[config.mk]
export PLATFORM = sky130hd
export DESIGN_NAME = inst_decompose_pipe_flat
export DESIGN_NICKNAME = d
export VERILOG_FILES = /design/src/rtl/inst_decompose_pipe_if.sv /design/src/rtl/inst_decompose_pipe.sv /design/src/flat_wrapper.sv
export SDC_FILE = /design/constraint.sdc
export NUM_CORES = 1
export LEC_CHECK = 0
export ABC_AREA = 1
export ABC_CLOCK_PERIOD_IN_PS = 9900
export CAP_MARGIN = 20
export CORE_ASPECT_RATIO = 0.9
export CORE_MARGIN = 2
export CORE_UTILIZATION = 45
export DETAILED_ROUTE_END_ITERATION = 10
export PLACE_DENSITY = 0.71
export SETUP_SLACK_MARGIN = 0.3
export SLEW_MARGIN = 20
export SYNTH_ARGS = -nofsm -noshare
export SYNTH_HDL_FRONTEND = slang
export SYNTH_SLANG_ARGS = --single-unit
[constraint.sdc]
create_clock -name clk -period 9.9 [get_ports clk]
set_clock_uncertainty 0.2 [all_clocks]
set_input_delay 2.97 -clock clk [delete_from_list [all_inputs] [get_ports clk]]
set_output_delay 2.97 -clock clk [all_outputs]
set_load 0.03 [all_outputs]
[src/rtl/inst_decompose_pipe_if.sv]
// Bundle bus between fetch/RF-read, the decompose pipe and the rename/map stage.
// Carries the producer handshake, the same-cycle RF read port and the consumer
// handshake. The "slave" modport is the decompose pipe's view. The "master"
// modport is the view of the surrounding producer and consumer.
interface inst_decompose_pipe_if #(
    parameter int XLEN    = 32,
    parameter int ISSUE_W = 2,
    parameter int CTRL_W  = 5
);
    localparam int PKT_W = 2*XLEN + 2 + 5 + CTRL_W;

    logic                       in_valid;
    logic                       in_ready;
    logic [ISSUE_W-1:0]         in_lane_vld;
    logic [ISSUE_W*32-1:0]      in_inst;
    logic [ISSUE_W*XLEN-1:0]    in_pc;
    logic [ISSUE_W*5-1:0]       rf_rs1;
    logic [ISSUE_W*5-1:0]       rf_rs2;
    logic [ISSUE_W*XLEN-1:0]    rf_s1;
    logic [ISSUE_W*XLEN-1:0]    rf_s2;
    logic [ISSUE_W-1:0]         rf_rs1_vld;
    logic [ISSUE_W-1:0]         rf_rs2_vld;
    logic                       out_valid;
    logic                       out_ready;
    logic [ISSUE_W*PKT_W-1:0]   out_pkt;
    logic [ISSUE_W-1:0]         out_map_en;

    modport master (
        output in_valid, in_lane_vld, in_inst, in_pc,
        output rf_s1, rf_s2, rf_rs1_vld, rf_rs2_vld, out_ready,
        input  in_ready, rf_rs1, rf_rs2, out_valid, out_pkt, out_map_en
    );

    modport slave (
        input  in_valid, in_lane_vld, in_inst, in_pc,
        input  rf_s1, rf_s2, rf_rs1_vld, rf_rs2_vld, out_ready,
        output in_ready, rf_rs1, rf_rs2, out_valid, out_pkt, out_map_en
    );
endinterface

[src/rtl/inst_decompose_pipe.sv]
// inst_decompose_pipe: splits each fetched bundle into per-lane rename packets
// {s2_vt, s2_valid, s1_vt, s1_valid, rd, ctrl}. The bundles are then queued in a
// DEPTH-entry FIFO ahead of the rename/map stage.
// Optional feature macro: INST_DECOMP_LDST_EN. When it is defined, loads
// (class 5) and stores (class 6) are also decoded. Otherwise both decode as
// illegal (class 0).
// Only control state (count, pointers) is reset. The packet storage is not
// reset, because out_pkt is forced to zero whenever the FIFO is empty.
module inst_decompose_pipe #(
    parameter int XLEN    = 32,
    parameter int ISSUE_W = 2,
    parameter int DEPTH   = 4,
    parameter int CTRL_W  = 5
) (
    input  logic                clk,
    input  logic                rst,
    input  logic                flush,
    inst_decompose_pipe_if.slave bus
);
    localparam int PKT_W = 2*XLEN + 2 + 5 + CTRL_W;
    localparam int PTR_W = (DEPTH > 1) ? $clog2(DEPTH) : 1;
    localparam int CNT_W = PTR_W + 1;

    localparam logic [6:0] OP_REG   = 7'b0110011;
    localparam logic [6:0] OP_IMM   = 7'b0010011;
    localparam logic [6:0] OP_LUI   = 7'b0110111;
    localparam logic [6:0] OP_AUIPC = 7'b0010111;
    localparam logic [6:0] OP_LOAD  = 7'b0000011;
    localparam logic [6:0] OP_STORE = 7'b0100011;

    localparam logic [2:0] CLS_NONE  = 3'd0;
    localparam logic [2:0] CLS_REG   = 3'd1;
    localparam logic [2:0] CLS_IMM   = 3'd2;
    localparam logic [2:0] CLS_LUI   = 3'd3;
    localparam logic [2:0] CLS_AUIPC = 3'd4;
    localparam logic [2:0] CLS_LOAD  = 3'd5;
    localparam logic [2:0] CLS_STORE = 3'd6;

    // Sign-extend a 12-bit I-type immediate to XLEN.
    function automatic logic [XLEN-1:0] sext12(input logic signed [11:0] imm);
        logic signed [XLEN-1:0] ext;
        ext = XLEN'(imm);
        return ext;
    endfunction

    // U-type immediate: inst[31:12] placed in the upper bits, low 12 bits cleared.
    function automatic logic [XLEN-1:0] upper20(input logic [31:0] inst);
        return XLEN'({inst[31:12], 12'b0});
    endfunction

    // Decode one lane. The result is {map_en, packet}.
    // A source that is not ready carries its register index as a tag,
    // zero-extended to XLEN, instead of a value.
    function automatic logic [PKT_W:0] decode_lane(
        input logic              lane_vld,
        input logic [31:0]       inst,
        input logic [XLEN-1:0]   pc,
        input logic [XLEN-1:0]   s1,
        input logic [XLEN-1:0]   s2,
        input logic              s1_rdy,
        input logic              s2_rdy
    );
        logic [XLEN-1:0]   s1_vt;
        logic [XLEN-1:0]   s2_vt;
        logic [XLEN-1:0]   s1_reg;
        logic [XLEN-1:0]   s2_reg;
        logic              s1_valid;
        logic              s2_valid;
        logic              map_en;
        logic [4:0]        rd;
        logic [2:0]        cls;
        logic [2:0]        funct3;
        logic [CTRL_W-1:0] ctrl;

        funct3   = inst[14:12];
        s1_reg   = s1_rdy ? s1 : XLEN'(inst[19:15]);
        s2_reg   = s2_rdy ? s2 : XLEN'(inst[24:20]);
        s1_vt    = '0;
        s2_vt    = '0;
        s1_valid = 1'b1;
        s2_valid = 1'b1;
        rd       = inst[11:7];
        cls      = CLS_NONE;

        case (inst[6:0])
            OP_REG: begin
                s1_vt    = s1_reg;
                s1_valid = s1_rdy;
                s2_vt    = s2_reg;
                s2_valid = s2_rdy;
                cls      = CLS_REG;
            end
            OP_IMM: begin
                s1_vt    = s1_reg;
                s1_valid = s1_rdy;
                // Shifts (slli/srli/srai) carry the unsigned shamt, not the 12-bit immediate.
                s2_vt    = (funct3 == 3'b001 || funct3 == 3'b101) ?
                           XLEN'(inst[24:20]) : sext12(inst[31:20]);
                cls      = CLS_IMM;
            end
            OP_LUI: begin
                s2_vt = upper20(inst);
                cls   = CLS_LUI;
            end
            OP_AUIPC: begin
                s1_vt = pc;
                s2_vt = upper20(inst);
                cls   = CLS_AUIPC;
            end
`ifdef INST_DECOMP_LDST_EN
            OP_LOAD: begin
                s1_vt    = s1_reg;
                s1_valid = s1_rdy;
                s2_vt    = sext12(inst[31:20]);
                cls      = CLS_LOAD;
            end
            OP_STORE: begin
                // s2 carries the store data. The rd field holds immediate bits and has no meaning here.
                s1_vt    = s1_reg;
                s1_valid = s1_rdy;
                s2_vt    = s2_reg;
                s2_valid = s2_rdy;
                rd       = 5'd0;
                cls      = CLS_STORE;
            end
`endif
            default: cls = CLS_NONE;
        endcase

        // Invalid lanes and illegal opcodes become an inert, fully "ready" packet.
        if (!lane_vld || cls == CLS_NONE) begin
            s1_vt    = '0;
            s2_vt    = '0;
            s1_valid = 1'b1;
            s2_valid = 1'b1;
            rd       = 5'd0;
            cls      = CLS_NONE;
        end

        if (CTRL_W >= 6)
            ctrl = (cls == CLS_NONE) ? '0 : CTRL_W'({funct3, cls});
        else
            ctrl = CTRL_W'(cls);

        map_en = lane_vld && (cls != CLS_NONE) && (rd != 5'd0);
        return {map_en, s2_vt, s2_valid, s1_vt, s1_valid, rd, ctrl};
    endfunction

    logic [ISSUE_W*PKT_W-1:0] bundle_pkt_p0;
    logic [ISSUE_W-1:0]       bundle_map_p0;
    logic                     push_p0;

    logic [ISSUE_W*PKT_W-1:0] pkt_mem_p1 [DEPTH];
    logic [ISSUE_W-1:0]       map_mem_p1 [DEPTH];
    logic [PTR_W-1:0]         wr_ptr;
    logic [PTR_W-1:0]         rd_ptr;
    logic [CNT_W-1:0]         count;
    logic                     vld_p1;
    logic                     pop_p1;

    // ---- stage p0: combinational lane decode on the incoming bundle ----

    // Register-file read addresses go straight from the raw instruction fields.
    always_comb begin
        bus.rf_rs1 = '0;
        bus.rf_rs2 = '0;
        for (int l = 0; l < ISSUE_W; l++) begin
            bus.rf_rs1[l*5 +: 5] = bus.in_inst[l*32+15 +: 5];
            bus.rf_rs2[l*5 +: 5] = bus.in_inst[l*32+20 +: 5];
        end
    end

    // Build the rename packet and map enable for every lane of the offered bundle.
    always_comb begin
        logic [PKT_W:0] lane_dec;
        lane_dec      = '0;
        bundle_pkt_p0 = '0;
        bundle_map_p0 = '0;
        for (int l = 0; l < ISSUE_W; l++) begin
            lane_dec = decode_lane(bus.in_lane_vld[l],
                                   bus.in_inst[l*32 +: 32],
                                   bus.in_pc[l*XLEN +: XLEN],
                                   bus.rf_s1[l*XLEN +: XLEN],
                                   bus.rf_s2[l*XLEN +: XLEN],
                                   bus.rf_rs1_vld[l],
                                   bus.rf_rs2_vld[l]);
            bundle_pkt_p0[l*PKT_W +: PKT_W] = lane_dec[PKT_W-1:0];
            bundle_map_p0[l]                = lane_dec[PKT_W];
        end
    end

    assign bus.in_ready = (count < CNT_W'(DEPTH));
    assign push_p0      = bus.in_valid && bus.in_ready && !flush;

    // ---- stage p1: bundle FIFO feeding rename/map ----

    assign vld_p1         = (count != '0);
    assign pop_p1         = vld_p1 && bus.out_ready && !flush;
    assign bus.out_valid  = vld_p1;
    assign bus.out_pkt    = vld_p1 ? pkt_mem_p1[rd_ptr] : '0;
    assign bus.out_map_en = vld_p1 ? map_mem_p1[rd_ptr] : '0;

    // Capture the decoded bundle into the tail slot on every accepted push.
    always_ff @(posedge clk) begin
        if (push_p0) begin
            pkt_mem_p1[wr_ptr] <= bundle_pkt_p0;
            map_mem_p1[wr_ptr] <= bundle_map_p0;
        end
    end

    // Occupancy and pointer bookkeeping. Flush empties the FIFO and overrides any push or pop that cycle.
    always_ff @(posedge clk or posedge rst) begin
        if (rst) begin
            count  <= '0;
            wr_ptr <= '0;
            rd_ptr <= '0;
        end else if (flush) begin
            count  <= '0;
            wr_ptr <= '0;
            rd_ptr <= '0;
        end else begin
            if (push_p0)
                wr_ptr <= wr_ptr + PTR_W'(1);
            if (pop_p1)
                rd_ptr <= rd_ptr + PTR_W'(1);
            case ({push_p0, pop_p1})
                2'b10:   count <= count + CNT_W'(1);
                2'b01:   count <= count - CNT_W'(1);
                default: count <= count;
            endcase
        end
    end
endmodule

[src/flat_wrapper.sv]
// flat-port wrapper written by rule: the top's interface ports become plain ports
module inst_decompose_pipe_flat 
#(
    parameter int XLEN    = 32,
    parameter int ISSUE_W = 2,
    parameter int DEPTH   = 4,
    parameter int CTRL_W  = 5
)
  (clk, rst, flush, bus_in_valid, bus_in_lane_vld, bus_in_inst, bus_in_pc, bus_rf_s1, bus_rf_s2, bus_rf_rs1_vld, bus_rf_rs2_vld, bus_out_ready, bus_in_ready, bus_rf_rs1, bus_rf_rs2, bus_out_valid, bus_out_pkt, bus_out_map_en);
  inst_decompose_pipe_if #(.XLEN(XLEN), .ISSUE_W(ISSUE_W), .CTRL_W(CTRL_W)) bus_i ();
  input  logic clk;
  input  logic rst;
  input  logic flush;
  input wire logic [$bits(bus_i.in_valid)-1:0] bus_in_valid;
  input wire logic [$bits(bus_i.in_lane_vld)-1:0] bus_in_lane_vld;
  input wire logic [$bits(bus_i.in_inst)-1:0] bus_in_inst;
  input wire logic [$bits(bus_i.in_pc)-1:0] bus_in_pc;
  input wire logic [$bits(bus_i.rf_s1)-1:0] bus_rf_s1;
  input wire logic [$bits(bus_i.rf_s2)-1:0] bus_rf_s2;
  input wire logic [$bits(bus_i.rf_rs1_vld)-1:0] bus_rf_rs1_vld;
  input wire logic [$bits(bus_i.rf_rs2_vld)-1:0] bus_rf_rs2_vld;
  input wire logic [$bits(bus_i.out_ready)-1:0] bus_out_ready;
  output wire logic [$bits(bus_i.in_ready)-1:0] bus_in_ready;
  output wire logic [$bits(bus_i.rf_rs1)-1:0] bus_rf_rs1;
  output wire logic [$bits(bus_i.rf_rs2)-1:0] bus_rf_rs2;
  output wire logic [$bits(bus_i.out_valid)-1:0] bus_out_valid;
  output wire logic [$bits(bus_i.out_pkt)-1:0] bus_out_pkt;
  output wire logic [$bits(bus_i.out_map_en)-1:0] bus_out_map_en;
  assign bus_i.in_valid = bus_in_valid;
  assign bus_i.in_lane_vld = bus_in_lane_vld;
  assign bus_i.in_inst = bus_in_inst;
  assign bus_i.in_pc = bus_in_pc;
  assign bus_i.rf_s1 = bus_rf_s1;
  assign bus_i.rf_s2 = bus_rf_s2;
  assign bus_i.rf_rs1_vld = bus_rf_rs1_vld;
  assign bus_i.rf_rs2_vld = bus_rf_rs2_vld;
  assign bus_i.out_ready = bus_out_ready;
  assign bus_in_ready = bus_i.in_ready;
  assign bus_rf_rs1 = bus_i.rf_rs1;
  assign bus_rf_rs2 = bus_i.rf_rs2;
  assign bus_out_valid = bus_i.out_valid;
  assign bus_out_pkt = bus_i.out_pkt;
  assign bus_out_map_en = bus_i.out_map_en;
  inst_decompose_pipe #(.XLEN(XLEN), .ISSUE_W(ISSUE_W), .DEPTH(DEPTH), .CTRL_W(CTRL_W)) u_core (.clk(clk), .rst(rst), .flush(flush), .bus(bus_i));
endmodule
# [Word-level counts from Yosys, hierarchy flattened]
# Memory sizes are Yosys's and may differ from the RTL's.
# Index checks and enable logic that the tools add are counted.
[totals] register_bits=7 latchBits=0 mem_bits_rw=600 rom_bits=0 inputBits=267 out_inout_bits=176 wordCells=91 memories=2
[memory_table] memory="u_core.pkt_mem_p1" depth=4 width=148 rd=1 rd_ports_with_merged_regs=0 write_ports=1 line="inst_decompose_pipe.sv:153" rtl="logic [ISSUE_W*PKT_W-1:0] pkt_mem_p1 [DEPTH];"
[memory_table] memory="u_core.map_mem_p1" depth=4 width=2 rd=1 rd_ports_with_merged_regs=0 write_ports=1 line="inst_decompose_pipe.sv:154" rtl="logic [ISSUE_W-1:0] map_mem_p1 [DEPTH];"
[op_classes] addsub=4 mul=0 n_div=0 magnitude_cmp=1 eq_ne=14 shifts=0 n_mux=38 bitwise_logic=0 n_reduce_logical=29
[ops] cell="32-bit 2-to-1 mux" count=10
[ops] cell="32-bit one-hot mux with 3 select lines" count=2
[ops] cell="152-bit 2-to-1 mux" count=1
[ops] cell="32-bit one-hot mux with 2 select lines" count=2
[ops] cell="7-bit by 5-bit == test with 1-bit output, second input constant" count=4
[ops] cell="7-bit by 6-bit == test with 1-bit output, second input constant" count=4
[ops] cell="3-bit one-hot mux with 4 select lines" count=2
[ops] cell="3-bit nonzero test" count=4
[ops] cell="1-bit 2-to-1 mux" count=10
[ops] cell="2-bit 2-to-1 mux" count=5
[ops] cell="5-bit 2-to-1 mux" count=2
[ops] cell="5-bit nonzero test" count=2
[ops] cell="3-bit 2-to-1 mux" count=3
[ops] cell="1-bit logical AND" count=8
[ops] cell="2-bit OR reduction" count=4
[ops] cell="3-bit by 1-bit == test with 1-bit output, second input constant" count=2
[ops] cell="3-bit == test, second input constant" count=2
[ops] cell="3-bit zero test" count=2
[ops] cell="3-bit one-hot mux with 2 select lines" count=1
[ops] cell="2-bit by 1-bit adder with 2-bit output, second input constant" count=2
[ops] cell="1-bit logical OR" count=4
[ops] cell="2-bit nonzero test" count=2
[ops] cell="3-bit by 1-bit adder with 3-bit output, second input constant" count=1
[ops] cell="1-bit zero test" count=3
[ops] cell="4 further kinds" count=4

# [Depth between registers and ports, before layout]
[logic_depth] depth_word=8 mapped_depth=11 depth_no_buf=11

# [Least setup slack after synthesis]
# Ideal clock, no wire load.
[synth_timing] kind="input -> register" startpoint="in bus_in_valid" endpoint="mem u_core.map_mem_p1[0][0] (enable)" setup_ns=0.662 arrival_time_ns=9.501 required_time_ns=9.038 path_slack_ns=-0.463 path_stages=4 path_buffers=0 cell_sequence="inv_1 > nor2_1 > nand2_1 > nor2_1"
[synth_via] elab_chain_cells=4
[synth_lines] element="start: declaration" line="flat_wrapper.sv:14" rtl="input wire logic [$bits(bus_i.in_valid)-1:0] bus_in_valid;"
[synth_lines] element="1-bit logical AND (2 in series)" line="inst_decompose_pipe.sv:193" rtl="assign push_p0 = bus.in_valid && bus.in_ready && !flush;"
[synth_lines] element="1-bit 2-to-1 mux" line="inst_decompose_pipe.sv:205" rtl="if (push_p0) begin"
[synth_lines] element="1-bit 2-to-1 mux (implied by the code)" line="inst_decompose_pipe.sv:207" rtl="map_mem_p1[wr_ptr] <= bundle_map_p0;"
[synth_lines] element="end: declaration" line="inst_decompose_pipe.sv:154"
# Every way passes these cells.

# [Final worst setup path]
[layout_timing] startpoint="in bus_in_inst[51]" endpoint="out bus_rf_rs1[9]"
[layout_rtl] element="start: declaration" line="flat_wrapper.sv:16" rtl="input wire logic [$bits(bus_i.in_inst)-1:0] bus_in_inst;"
[layout_rtl] element="end: declaration" line="flat_wrapper.sv:24" rtl="output wire logic [$bits(bus_i.rf_rs1)-1:0] bus_rf_rs1;"
# No word-level cell between the ends.

==> impl_metrics.json <==
{
  "outcome": "completed",
  "fin_crit_sh_pct": 76.1,
  "vias": 20006,
  "cts-resized-gates": 0,
  "synth_commonest_cells": "nor2_1, edfxtp_1, nand2_1",
  "max_cap_violations": 0,
  "power_w": 0.00697,
  "cp_max_fo": 3,
  "htree_levels": 2,
  "die-area_um2": 61200,
  "p_per_area_nw_per_um2": 209,
  "ys_ff_latch": 607,
  "io_buffers": 438,
  "relSlewSlack_pct": 23.9,
  "r2r_slack_ns": 6.69,
  "cts_setup_buffers": 0,
  "grt_pass1_vias": 19198,
  "post_drt_wl_per_cell_um": 20.3,
  "cts_buffer_depth": 3,
  "area_growth_pct": 25.0,
  "ys_async_sr_fraction_pct": 1.15,
  "grt_max_degree": 157,
  "crit_family": "buffers and inverters",
  "cpPeakStageDelay_ns": 0.74,
  "hpwl_mm": 45.8,
  "synthCells": 2524,
  "hold_buffers": 0,
  "min_path_type": "register to register",
  "grt.total_usage_pct": 23.8,
  "yosys-top-cells-area": "edfxtp_1, nor2_1, o21ai_0, nand2_1, a21oi_1",
  "cpMostUsedCell": "clkdlybuf4s50_1",
  "setup_ws_ns": 2.36,
  "synth-edff-count": 600,
  "clk_pin_slew_ns": 0.06,
  "dpl_cell_area_um2": 31400,
  "post-synth-top-count-cell": "nor2_1",
  "start_util_pct": 45.6,
  "place_congestion": 0.927,
  "cts_tree": "done",
  "cts_root_buffer": "clkbuf_16",
  "core_area_um2": 58500,
  "io_pins": 443,
  "critPathSlowestCell": "clkdlybuf4s50_1",
  "fin_area_um2": 33300,
  "ys.flop_type": "edfxtp_1",
  "drc_errors": 0,
  "rsz0062_at_grt": "false",
  "max_freq_mhz": 133,
  "cts-buffers-inserted": 60,
  "row_count": 84,
  "crit_chain": "clkdlybuf4s50_1 -> clkdlybuf4s50_1",
  "dr.first_iter.drc_count": 2018,
  "hold_ws_ns": 0.371,
  "drv_slew": 0,
  "die_h_um": 235,
  "crit_arrival_ns": 4.37,
  "tightest_slew_ns": 1.14,
  "detail-route-antenna-nets": 0,
  "hold_viol_final": 0,
  "critical_path_class": "input port to output pin",
  "grt_pass1_wl_mm": 112,
  "antenna_found_initial": 2,
  "end_kind": "output pin",
  "cp_num_buf_inv": 2,
  "crit_required_ns": 6.73,
  "setup_viol": 0,
  "dr.pass1.iters": 7,
  "critPathLaunchType": "input port",
  "ys_seq_area_share_pct": 68.2,
  "synth_top_area_share_pct": 67.6,
  "netlist_area_um2": 26700,
  "p_leak_nw": 12.3,
  "die_w_um": 261,
  "clock_sinks": 607,
  "viasPerCell": 5.42,
  "avgSynthCellArea_um2": 10.6,
  "finalWirelength_mm": 74.9,
  "drive_gt1_share_pct": 4.36,
  "nNetsFinal": 3137,
  "yosys.area.top_type": "edfxtp_1",
  "pre_cts_slack_ns": 2.38,
  "clk_latency_ns": 0.61,
  "synthDistinctLibCells": 30,
  "fill_cells": 4749,
  "ir_drop_uv": 209,
  "grt_overflow": 0,
  "ys_warn_count": 0,
  "period_needed_ns": 7.54
}
-- worst paths after layout --
path                                               from                            endpoint  cells past startpoint
max                                     bus_in_inst[51]                       bus_rf_rs1[9]                      2
min                        u_core.wr_ptr[0]$_DFFE_PP0P_        u_core.wr_ptr[0]$_DFFE_PP0P_                      1
max reg2reg                 u_core.count[2]$_DFFE_PP0P_  u_core.pkt_mem_p1[3][97]$_DFFE_PP_                      4
max in group asynchronous                           rst        u_core.rd_ptr[1]$_DFFE_PP0P_                      2
min in group asynchronous                           rst         u_core.count[2]$_DFFE_PP0P_                      2
min reg2reg                u_core.wr_ptr[0]$_DFFE_PP0P_        u_core.wr_ptr[0]$_DFFE_PP0P_                      1
-- layer usage --
metal	global-route usage, %	vias to the layer above	routed length, um
met5	0	-	0
met4	9.47	0	2870
met3	4.03	153	4980
met2	39.8	718	36700
met1	31.0	9776	30300
li1	-	9359	-
-- logic make-up after synthesis --
| group | Yosys count | synth area share (%) |
|---|---|---|
| DFF | 607 | 68.2 |
| and+or+nand+nor | 1137 | 17.4 |
| adders and majority gates | 5 | 0.263 |
| xor gates and xnor gates | 1 | 0.0328 |
| other | 1 | 0.0141 |
| buffers and inverters | 272 | 4.53 |
| AOI/OAI and AO/OA | 501 | 9.55 |
-- layout by cell type, fill, tap and decap left out, types with 15 or more instances in the layout --
master / Yosys / routed
o21ai_0: 305 / 305
a21oi_1: 180 / 180
inv_1: 82 / 82
clkbuf_16: 0 / 61
o211ai_1: 15 / 15
clkinv_1: 2 / 18
nand3_1: 57 / 57
nand3b_1: 40 / 40
nand2_1: 355 / 355
nand4_1: 29 / 29
clkbuf_1: 91 / 17
clkdlybuf4s50_1: 0 / 437
nor2_1: 638 / 634
buf_4: 26 / 15
edfxtp_1: 600 / 600
-- where the power goes --
| group | total, W | switching, W | internal, W |
|---|---|---|---|
| clock | 0.00215 | 0.000922 | 0.00123 |
| sequential | 0.00292 | 0.0000366 | 0.00288 |
| combinational | 0.00190 | 0.00126 | 0.000642 |
-- flip-flops by register name, indices dropped and copies added, names as in the netlist --
name               cells
u_core.pkt_mem_p1    592
u_core.count           3
u_core.rd_ptr          2
u_core.map_mem_p1      8
u_core.wr_ptr          2
-- through the flow --
step                cells  util, %  TNS (ns)
finish               3689     57.0         0
global route         3689     57.0         0
CTS                  3685     56.9         0
detailed placement   3575     53.7         0
global placement     3575     53.7         0
floorplan            2527        -   -277.50
-- cell type report --
type / instances / area, um2 / share of cell area [%]
Clock inverter: 32 / 260 / 0.781
Clock buffer: 78 / 1590 / 4.77
Inverter: 87 / 339 / 1.02
Timing Repair Buffer: 461 / 4650 / 13.9
Sequential cell: 607 / 18200 / 54.6
Multi-Input combinational cell: 1648 / 7330 / 22.0
Antenna cell: 2 / 5.00 / 0.0150
Tap cell: 774 / 968 / 2.90
Power figures use the tool's default switching activity.
